File: src/rtl/uart_bus_pkg.sv
// Shared types and constants for the uart2bus responder: arbiter states,
// last-served encoding and the data returned on a read miss.
package uart_bus_pkg;

  typedef enum logic [1:0] {
    StIdle,
    StGntUart,
    StGntLoc
  } arb_state_e;

  typedef enum logic {
    SrvUart,
    SrvLoc
  } served_e;

  localparam logic [7:0] RD_MISS_DATA = 8'h00;

endpackage

File: src/rtl/uart_bus_regfile_if.sv
// UART-side internal bus of the uart2bus bridge: request/grant handshake plus
// byte-wide address/data strobes.
interface uart_bus_regfile_if;
  logic [15:0] int_address;
  logic [7:0]  int_wr_data;
  logic        int_write;
  logic        int_read;
  logic [7:0]  int_rd_data;
  logic        int_req;
  logic        int_gnt;

  modport master (
    output int_address, int_wr_data, int_write, int_read, int_req,
    input  int_rd_data, int_gnt
  );

  modport slave (
    input  int_address, int_wr_data, int_write, int_read, int_req,
    output int_rd_data, int_gnt
  );
endinterface

File: src/rtl/uart_bus_arb.sv
// Two-master round-robin grant FSM (UART vs local port). Grants are decoded
// straight from the state register, so they are glitch-free and exclusive.
module uart_bus_arb
  import uart_bus_pkg::*;
(
  input  logic clock,
  input  logic reset,
  input  logic int_req,
  input  logic loc_req,
  output logic int_gnt,
  output logic loc_gnt
);

  arb_state_e state_q, state_d;
  served_e    last_q, last_d;

  always_ff @(posedge clock or posedge reset) begin
    if (reset) begin
      state_q <= StIdle;
      last_q  <= SrvLoc;
    end else begin
      state_q <= state_d;
      last_q  <= last_d;
    end
  end

  always_comb begin
    state_d = state_q;
    last_d  = last_q;
    unique case (state_q)
      StIdle: begin
        if (int_req && loc_req) begin
          state_d = (last_q == SrvLoc) ? StGntUart : StGntLoc;
        end else if (int_req) begin
          state_d = StGntUart;
        end else if (loc_req) begin
          state_d = StGntLoc;
        end
      end
      StGntUart: begin
        if (!int_req) begin
          last_d  = SrvUart;
          state_d = loc_req ? StGntLoc : StIdle;
        end
      end
      StGntLoc: begin
        if (!loc_req) begin
          last_d  = SrvLoc;
          state_d = int_req ? StGntUart : StIdle;
        end
      end
      default: state_d = StIdle;
    endcase
  end

  assign int_gnt = (state_q == StGntUart);
  assign loc_gnt = (state_q == StGntLoc);

endmodule

File: src/rtl/uart_bus_regfile.sv
// Responder end of the uart2bus internal bus: arbitrated byte register bank.
// Optional REGFILE_LOCK_EN makes the top register a UART write-lock.
module uart_bus_regfile
  import uart_bus_pkg::*;
#(
  parameter int unsigned NUM_REGS  = 16,
  parameter logic [15:0] BASE_ADDR = 16'h0000,
  parameter int unsigned IDX_W     = 4
) (
  input  logic                  clock,
  input  logic                  reset,
  uart_bus_regfile_if.slave     bus,
  input  logic                  loc_req,
  output logic                  loc_gnt,
  input  logic [IDX_W-1:0]      loc_addr,
  input  logic [7:0]            loc_wr_data,
  input  logic                  loc_write,
  output logic [7:0]            loc_rd_data,
  output logic [NUM_REGS*8-1:0] regs_flat,
  output logic                  bus_err
);

  logic [7:0]       regs_q [NUM_REGS];
  logic [7:0]       rd_data_q, rd_data_d;
  logic             bus_err_q, bus_err_d;
  logic [IDX_W-1:0] idx;
  logic             hit, locked, int_we, loc_we;

  uart_bus_arb u_arb (
    .clock   (clock),
    .reset   (reset),
    .int_req (bus.int_req),
    .loc_req (loc_req),
    .int_gnt (bus.int_gnt),
    .loc_gnt (loc_gnt)
  );

  // Window is NUM_REGS-aligned, so a tag compare on the upper bits is a full range check.
  assign idx = bus.int_address[IDX_W-1:0];
  assign hit = (bus.int_address[15:IDX_W] == BASE_ADDR[15:IDX_W]);

`ifdef REGFILE_LOCK_EN
  localparam logic [IDX_W-1:0] LOCK_IDX = IDX_W'(NUM_REGS - 1);
  assign locked = regs_q[LOCK_IDX][0] && (idx != LOCK_IDX);
`else
  assign locked = 1'b0;
`endif

  always_comb begin
    int_we    = bus.int_write && bus.int_gnt && hit && !locked;
    loc_we    = loc_write && loc_gnt;
    bus_err_d = bus_err_q | ((bus.int_write | bus.int_read) & (!bus.int_gnt | !hit));
    rd_data_d = rd_data_q;
    if (bus.int_read) begin
      rd_data_d = (bus.int_gnt && hit) ? regs_q[idx] : RD_MISS_DATA;
    end
  end

  always_ff @(posedge clock or posedge reset) begin
    if (reset) begin
      for (int unsigned i = 0; i < NUM_REGS; i++) begin
        regs_q[i] <= 8'h00;
      end
      rd_data_q <= 8'h00;
      bus_err_q <= 1'b0;
    end else begin
      if (int_we) begin
        regs_q[idx] <= bus.int_wr_data;
      end else if (loc_we) begin
        regs_q[loc_addr] <= loc_wr_data;
      end
      rd_data_q <= rd_data_d;
      bus_err_q <= bus_err_d;
    end
  end

  always_comb begin
    regs_flat = '0;
    for (int unsigned i = 0; i < NUM_REGS; i++) begin
      regs_flat[8*i +: 8] = regs_q[i];
    end
  end

  assign loc_rd_data     = regs_q[loc_addr];
  assign bus.int_rd_data = rd_data_q;
  assign bus_err         = bus_err_q;

endmodule

File: src/flat_wrapper.sv
// flat-port wrapper written by rule: the top's interface ports become plain ports
module uart_bus_regfile_flat import uart_bus_pkg::*;
#(
  parameter int unsigned NUM_REGS  = 16,
  parameter logic [15:0] BASE_ADDR = 16'h0000,
  parameter int unsigned IDX_W     = 4
)
  (clock, reset, loc_req, loc_gnt, loc_addr, loc_wr_data, loc_write, loc_rd_data, regs_flat, bus_err, bus_int_address, bus_int_wr_data, bus_int_write, bus_int_read, bus_int_req, bus_int_rd_data, bus_int_gnt);
  uart_bus_regfile_if bus_i ();
  input  logic clock;
  input  logic reset;
  input  logic loc_req;
  output logic loc_gnt;
  input  logic [IDX_W-1:0] loc_addr;
  input  logic [7:0] loc_wr_data;
  input  logic loc_write;
  output logic [7:0] loc_rd_data;
  output logic [NUM_REGS*8-1:0] regs_flat;
  output logic bus_err;
  input wire logic [$bits(bus_i.int_address)-1:0] bus_int_address;
  input wire logic [$bits(bus_i.int_wr_data)-1:0] bus_int_wr_data;
  input wire logic [$bits(bus_i.int_write)-1:0] bus_int_write;
  input wire logic [$bits(bus_i.int_read)-1:0] bus_int_read;
  input wire logic [$bits(bus_i.int_req)-1:0] bus_int_req;
  output wire logic [$bits(bus_i.int_rd_data)-1:0] bus_int_rd_data;
  output wire logic [$bits(bus_i.int_gnt)-1:0] bus_int_gnt;
  assign bus_i.int_address = bus_int_address;
  assign bus_i.int_wr_data = bus_int_wr_data;
  assign bus_i.int_write = bus_int_write;
  assign bus_i.int_read = bus_int_read;
  assign bus_i.int_req = bus_int_req;
  assign bus_int_rd_data = bus_i.int_rd_data;
  assign bus_int_gnt = bus_i.int_gnt;
  uart_bus_regfile #(.NUM_REGS(NUM_REGS), .BASE_ADDR(BASE_ADDR), .IDX_W(IDX_W)) u_core (.clock(clock), .reset(reset), .bus(bus_i), .loc_req(loc_req), .loc_gnt(loc_gnt), .loc_addr(loc_addr), .loc_wr_data(loc_wr_data), .loc_write(loc_write), .loc_rd_data(loc_rd_data), .regs_flat(regs_flat), .bus_err(bus_err));
endmodule
File: config.mk
export PLATFORM = sky130hd
export DESIGN_NAME = uart_bus_regfile_flat
export DESIGN_NICKNAME = d
export VERILOG_FILES = /design/src/rtl/uart_bus_pkg.sv /design/src/rtl/uart_bus_regfile_if.sv /design/src/rtl/uart_bus_arb.sv /design/src/rtl/uart_bus_regfile.sv /design/src/flat_wrapper.sv
export SDC_FILE = /design/constraint.sdc
export NUM_CORES = 1
export LEC_CHECK = 0
export BUFFER_PORTS_ARGS = -buffer_cell sky130_fd_sc_hd__buf_4
export CORE_MARGIN = 2
export CORE_UTILIZATION = 49
export DETAILED_ROUTE_END_ITERATION = 8
export PLACE_DENSITY = 0.74
export SYNTH_ARGS = -nofsm -noshare
export SYNTH_HDL_FRONTEND = slang
export SYNTH_HIERARCHICAL = 1
export SYNTH_SLANG_ARGS = --single-unit
File: constraint.sdc
create_clock -name clock -period 4.55 [get_ports clock]
set_input_delay 0.2275 -clock clock [delete_from_list [all_inputs] [get_ports clock]]
set_output_delay 0.2275 -clock clock [all_outputs]
set_load 0.05 [all_outputs]
==> impl_metrics.tcl <==
set metrics [dict create \
    status "complete, but fails checks" \
    violations "max-slew violations" \
    num_vias 8176 \
    p_seq_share_pct 34.7 \
    synth_area_leaders "dfrtp_1 (39%), mux4_2 (18%), a21o_1 (5.8%)" \
    cts_buffer_depth 2 \
    start_util_pct 49.8 \
    setup_viol 0 \
    antenna_found_initial 0 \
    cts_root_buf "clkbuf_16" \
    critPathLaunchType "flip-flop" \
    grt_pass1_wl_um 52500 \
    peakVddDrop_mv 0.287 \
    finClkSkew_ns 0.00814 \
    fill_cells 1424 \
    wl_um 35300 \
    gp_congestion 0.941 \
    clk_latency_ns 0.43 \
    grt_start_max_net_pins 78 \
    synth_edf_count 0 \
    crit_required_ns 4.86 \
    avgViaCountPerCell 7.23 \
    routedWlPerCell_um 31.2 \
    yosysSeqAreaShare_pct 39.3 \
    syn_nets 770 \
    synth_ff_type "dfrtp_1" \
    syn_area_sq_mm 0.00892 \
    crit_arrival_ns 3.70 \
    hold_path_class "in -> reg" \
    diodes 0 \
    grt-ovfl-total 0 \
    grt_usage_pct 36.4 \
    finalCriticalPeriod_ns 3.39 \
    setup_tns_ns 0 \
    drt-initial-drc-count 873 \
    synth_cell_types 54 \
    final-seq-area_sq_mm 0.00350 \
    layout_common_cells "buf_4 (204), dfrtp_1 (139), mux4_2 (72)" \
    coreArea_sq_mm 0.0179 \
    power_density_mw_per_mm2 445 \
    p_sw_mw 1.95 \
    areaGrowthSynthToFinish_pct 24.6 \
    clk_pin_slew_ns 0.06 \
    switching_share_pct 39.4 \
    cts_setup_buffers 0 \
    cts_sinks 140 \
    ys_ff_latch 140 \
    drt_first_pass_iters 5 \
    die_area_sq_mm 0.0193 \
    reg2reg_slack_ns 1.16 \
    rsz0062_at_grt "no" \
    slew_headroom_pct -3.95 \
    worstMarginPinSlew_ns 1.56 \
    maxCapViolations 0 \
    max_freq_ghz 0.295 \
    cp-end-kind "flip-flop" \
    yosysWarnings 6 \
    yosysTopAreaCell "dfrtp_1" \
    portBuffers 189 \
    synth_top_area_share_pct 39.0 \
    multi_input_comb_area_sq_mm 0.00511 \
    async_flop_share_pct 100 \
    clock_power_share_pct 30.5 \
    hpwlAfterDp_um 22600 \
    final_hold_viol_count 0 \
    layout-drive-gt1-share_pct 41.5 \
    postSynthAreaPerCell_sq_um 12.3 \
    postRouteAntennaNets 0 \
    p_leak_nw 5.61 \
    drc 0 \
    fp-row-count 49 \
    cts_tree "done" \
    synth_cells 727 \
    post-route-period-util_pct 74.4 \
    drv_slew 7 \
    layout_commonest_cell "buf_4" \
    grt_pass1_vias 8120 \
    dieHeight_um 139 \
    utilization_pct 62.1 \
    crit_type "reg -> reg" \
    ioPinCount 190 \
    numCtsBuffers 17 \
    p_comb_share_pct 34.8 \
    cp_max_fo 22 \
    p_int_mw 2.99 \
    cts_max_level 4 \
    final_nets 932 \
    fp.dieW_um 139 \
]
==> flip-flops by register name, indices dropped and copies added, names as in the netlist <==
register,cells
u_core/u_arb/last_q,1
u_core/u_arb/state_q,2
u_core/bus.int_rd_data,8
u_core/regs_flat,128
u_core/bus_err,1
==> layer usage <==
layer | wire length, um | up-vias | GRT usage (%)
li1 | - | 3262 | -
met2 | 15900 | 702 | 54.5
met3 | 4830 | 148 | 11.8
met5 | 0 | - | 0
met1 | 12500 | 4064 | 47.8
met4 | 2020 | 0 | 18.7
==> worst paths after layout <==
kind / to / cells after the start / start
min reg2reg: u_core/bus_err / 1 / u_core/bus_err
max: u_core/regs_flat[32] / 7 / u_core/u_arb/state_q[1]
max reg2reg: u_core/regs_flat[32] / 7 / u_core/u_arb/state_q[1]
max in group asynchronous: u_core/bus.int_rd_data[1] / 4 / reset
min in group asynchronous: u_core/u_arb/state_q[0] / 3 / reset
min: u_core/u_arb/state_q[0] / 2 / bus_int_req
==> synth_stat cells (11+ instances only) <==
master and number:
a21oi_1 11, nor2_2 11, a32o_1 12, mux2_2 14, mux4_2 72, nor2b_1 14
nor3_2 17, a221o_1 38, nand2_1 27, clkbuf_1 33, and3_1 36, o21ai_0 12
nor2_1 15, dfrtp_1 139, nor3_1 14, buf_2 11, mux2i_1 13, buf_1 14
a22o_1 56, a21o_1 69
==> timing repair <==
item / in CTS / in global routing
hold endpoints to repair: 3 / 0
gates resized for setup: 0 / 0
hold buffers: 1 / 0
==> power groups by stage <==
| stage | sequential, mW | clock, mW | combinational (mW) |
|---|---|---|---|
| after floorplan | 2.27 | 0 | 0.581 |
| after global placement | 1.72 | 0 | 1.69 |
| after detailed placement | 1.72 | 0 | 1.71 |
| after CTS | 1.71 | 1.51 | 1.72 |
| after global routing | 1.74 | 1.57 | 1.78 |
| final | 1.72 | 1.51 | 1.72 |
==> kinds of logic (layout without fill, tap and decap cells) <==
group / Yosys count / in the layout / synth area share [%]
AO/OA/AOI/OAI: 216 / 216 / 19.7
flip-flops: 140 / 140 / 39.3
AND/OR/NAND/NOR: 200 / 200 / 16.0
multiplexers: 100 / 100 / 21.5
buffers and inverters: 71 / 246 / 3.44
==> final cells by class <==
| type | count | share of cell area [%] |
|---|---|---|
| inverters | 9 | 0.327 |
| clock inverters | 15 | 1.87 |
| clock buffers | 17 | 3.83 |
| well taps | 229 | 2.58 |
| repair buffers | 205 | 13.9 |
| flip-flops and latches | 140 | 31.5 |
| multi-input cells | 516 | 46.0 |
==> worst max-delay path, stage by stage (launching register included) <==
cell and delay (ns):
dfrtp_1 0.43, and2b_1 0.25, nor3b_2 0.34, and4_1 0.62, buf_4 0.38, nor3_2 0.22
nor2_2 0.62, mux2_2 0.41
==> per-stage QoR <==
stage / power, mW / std cells / area [sq um] / hold slack, ns / setup slack, ns
floorplan: 2.85 / 727 / 8920 / -0.0196 / 0.655
detailed placement: 3.43 / 1098 / 10500 / 0.129 / 1.31
CTS: 4.93 / 1131 / 11100 / 0.0348 / 1.30
finish: 4.94 / 1131 / 11100 / 0.0396 / 1.16
global route: 5.08 / 1131 / 11100 / 0.0518 / 1.09
global placement: 3.41 / 1098 / 10500 / 0.124 / 1.34
Power figures use the tool's default switching activity.
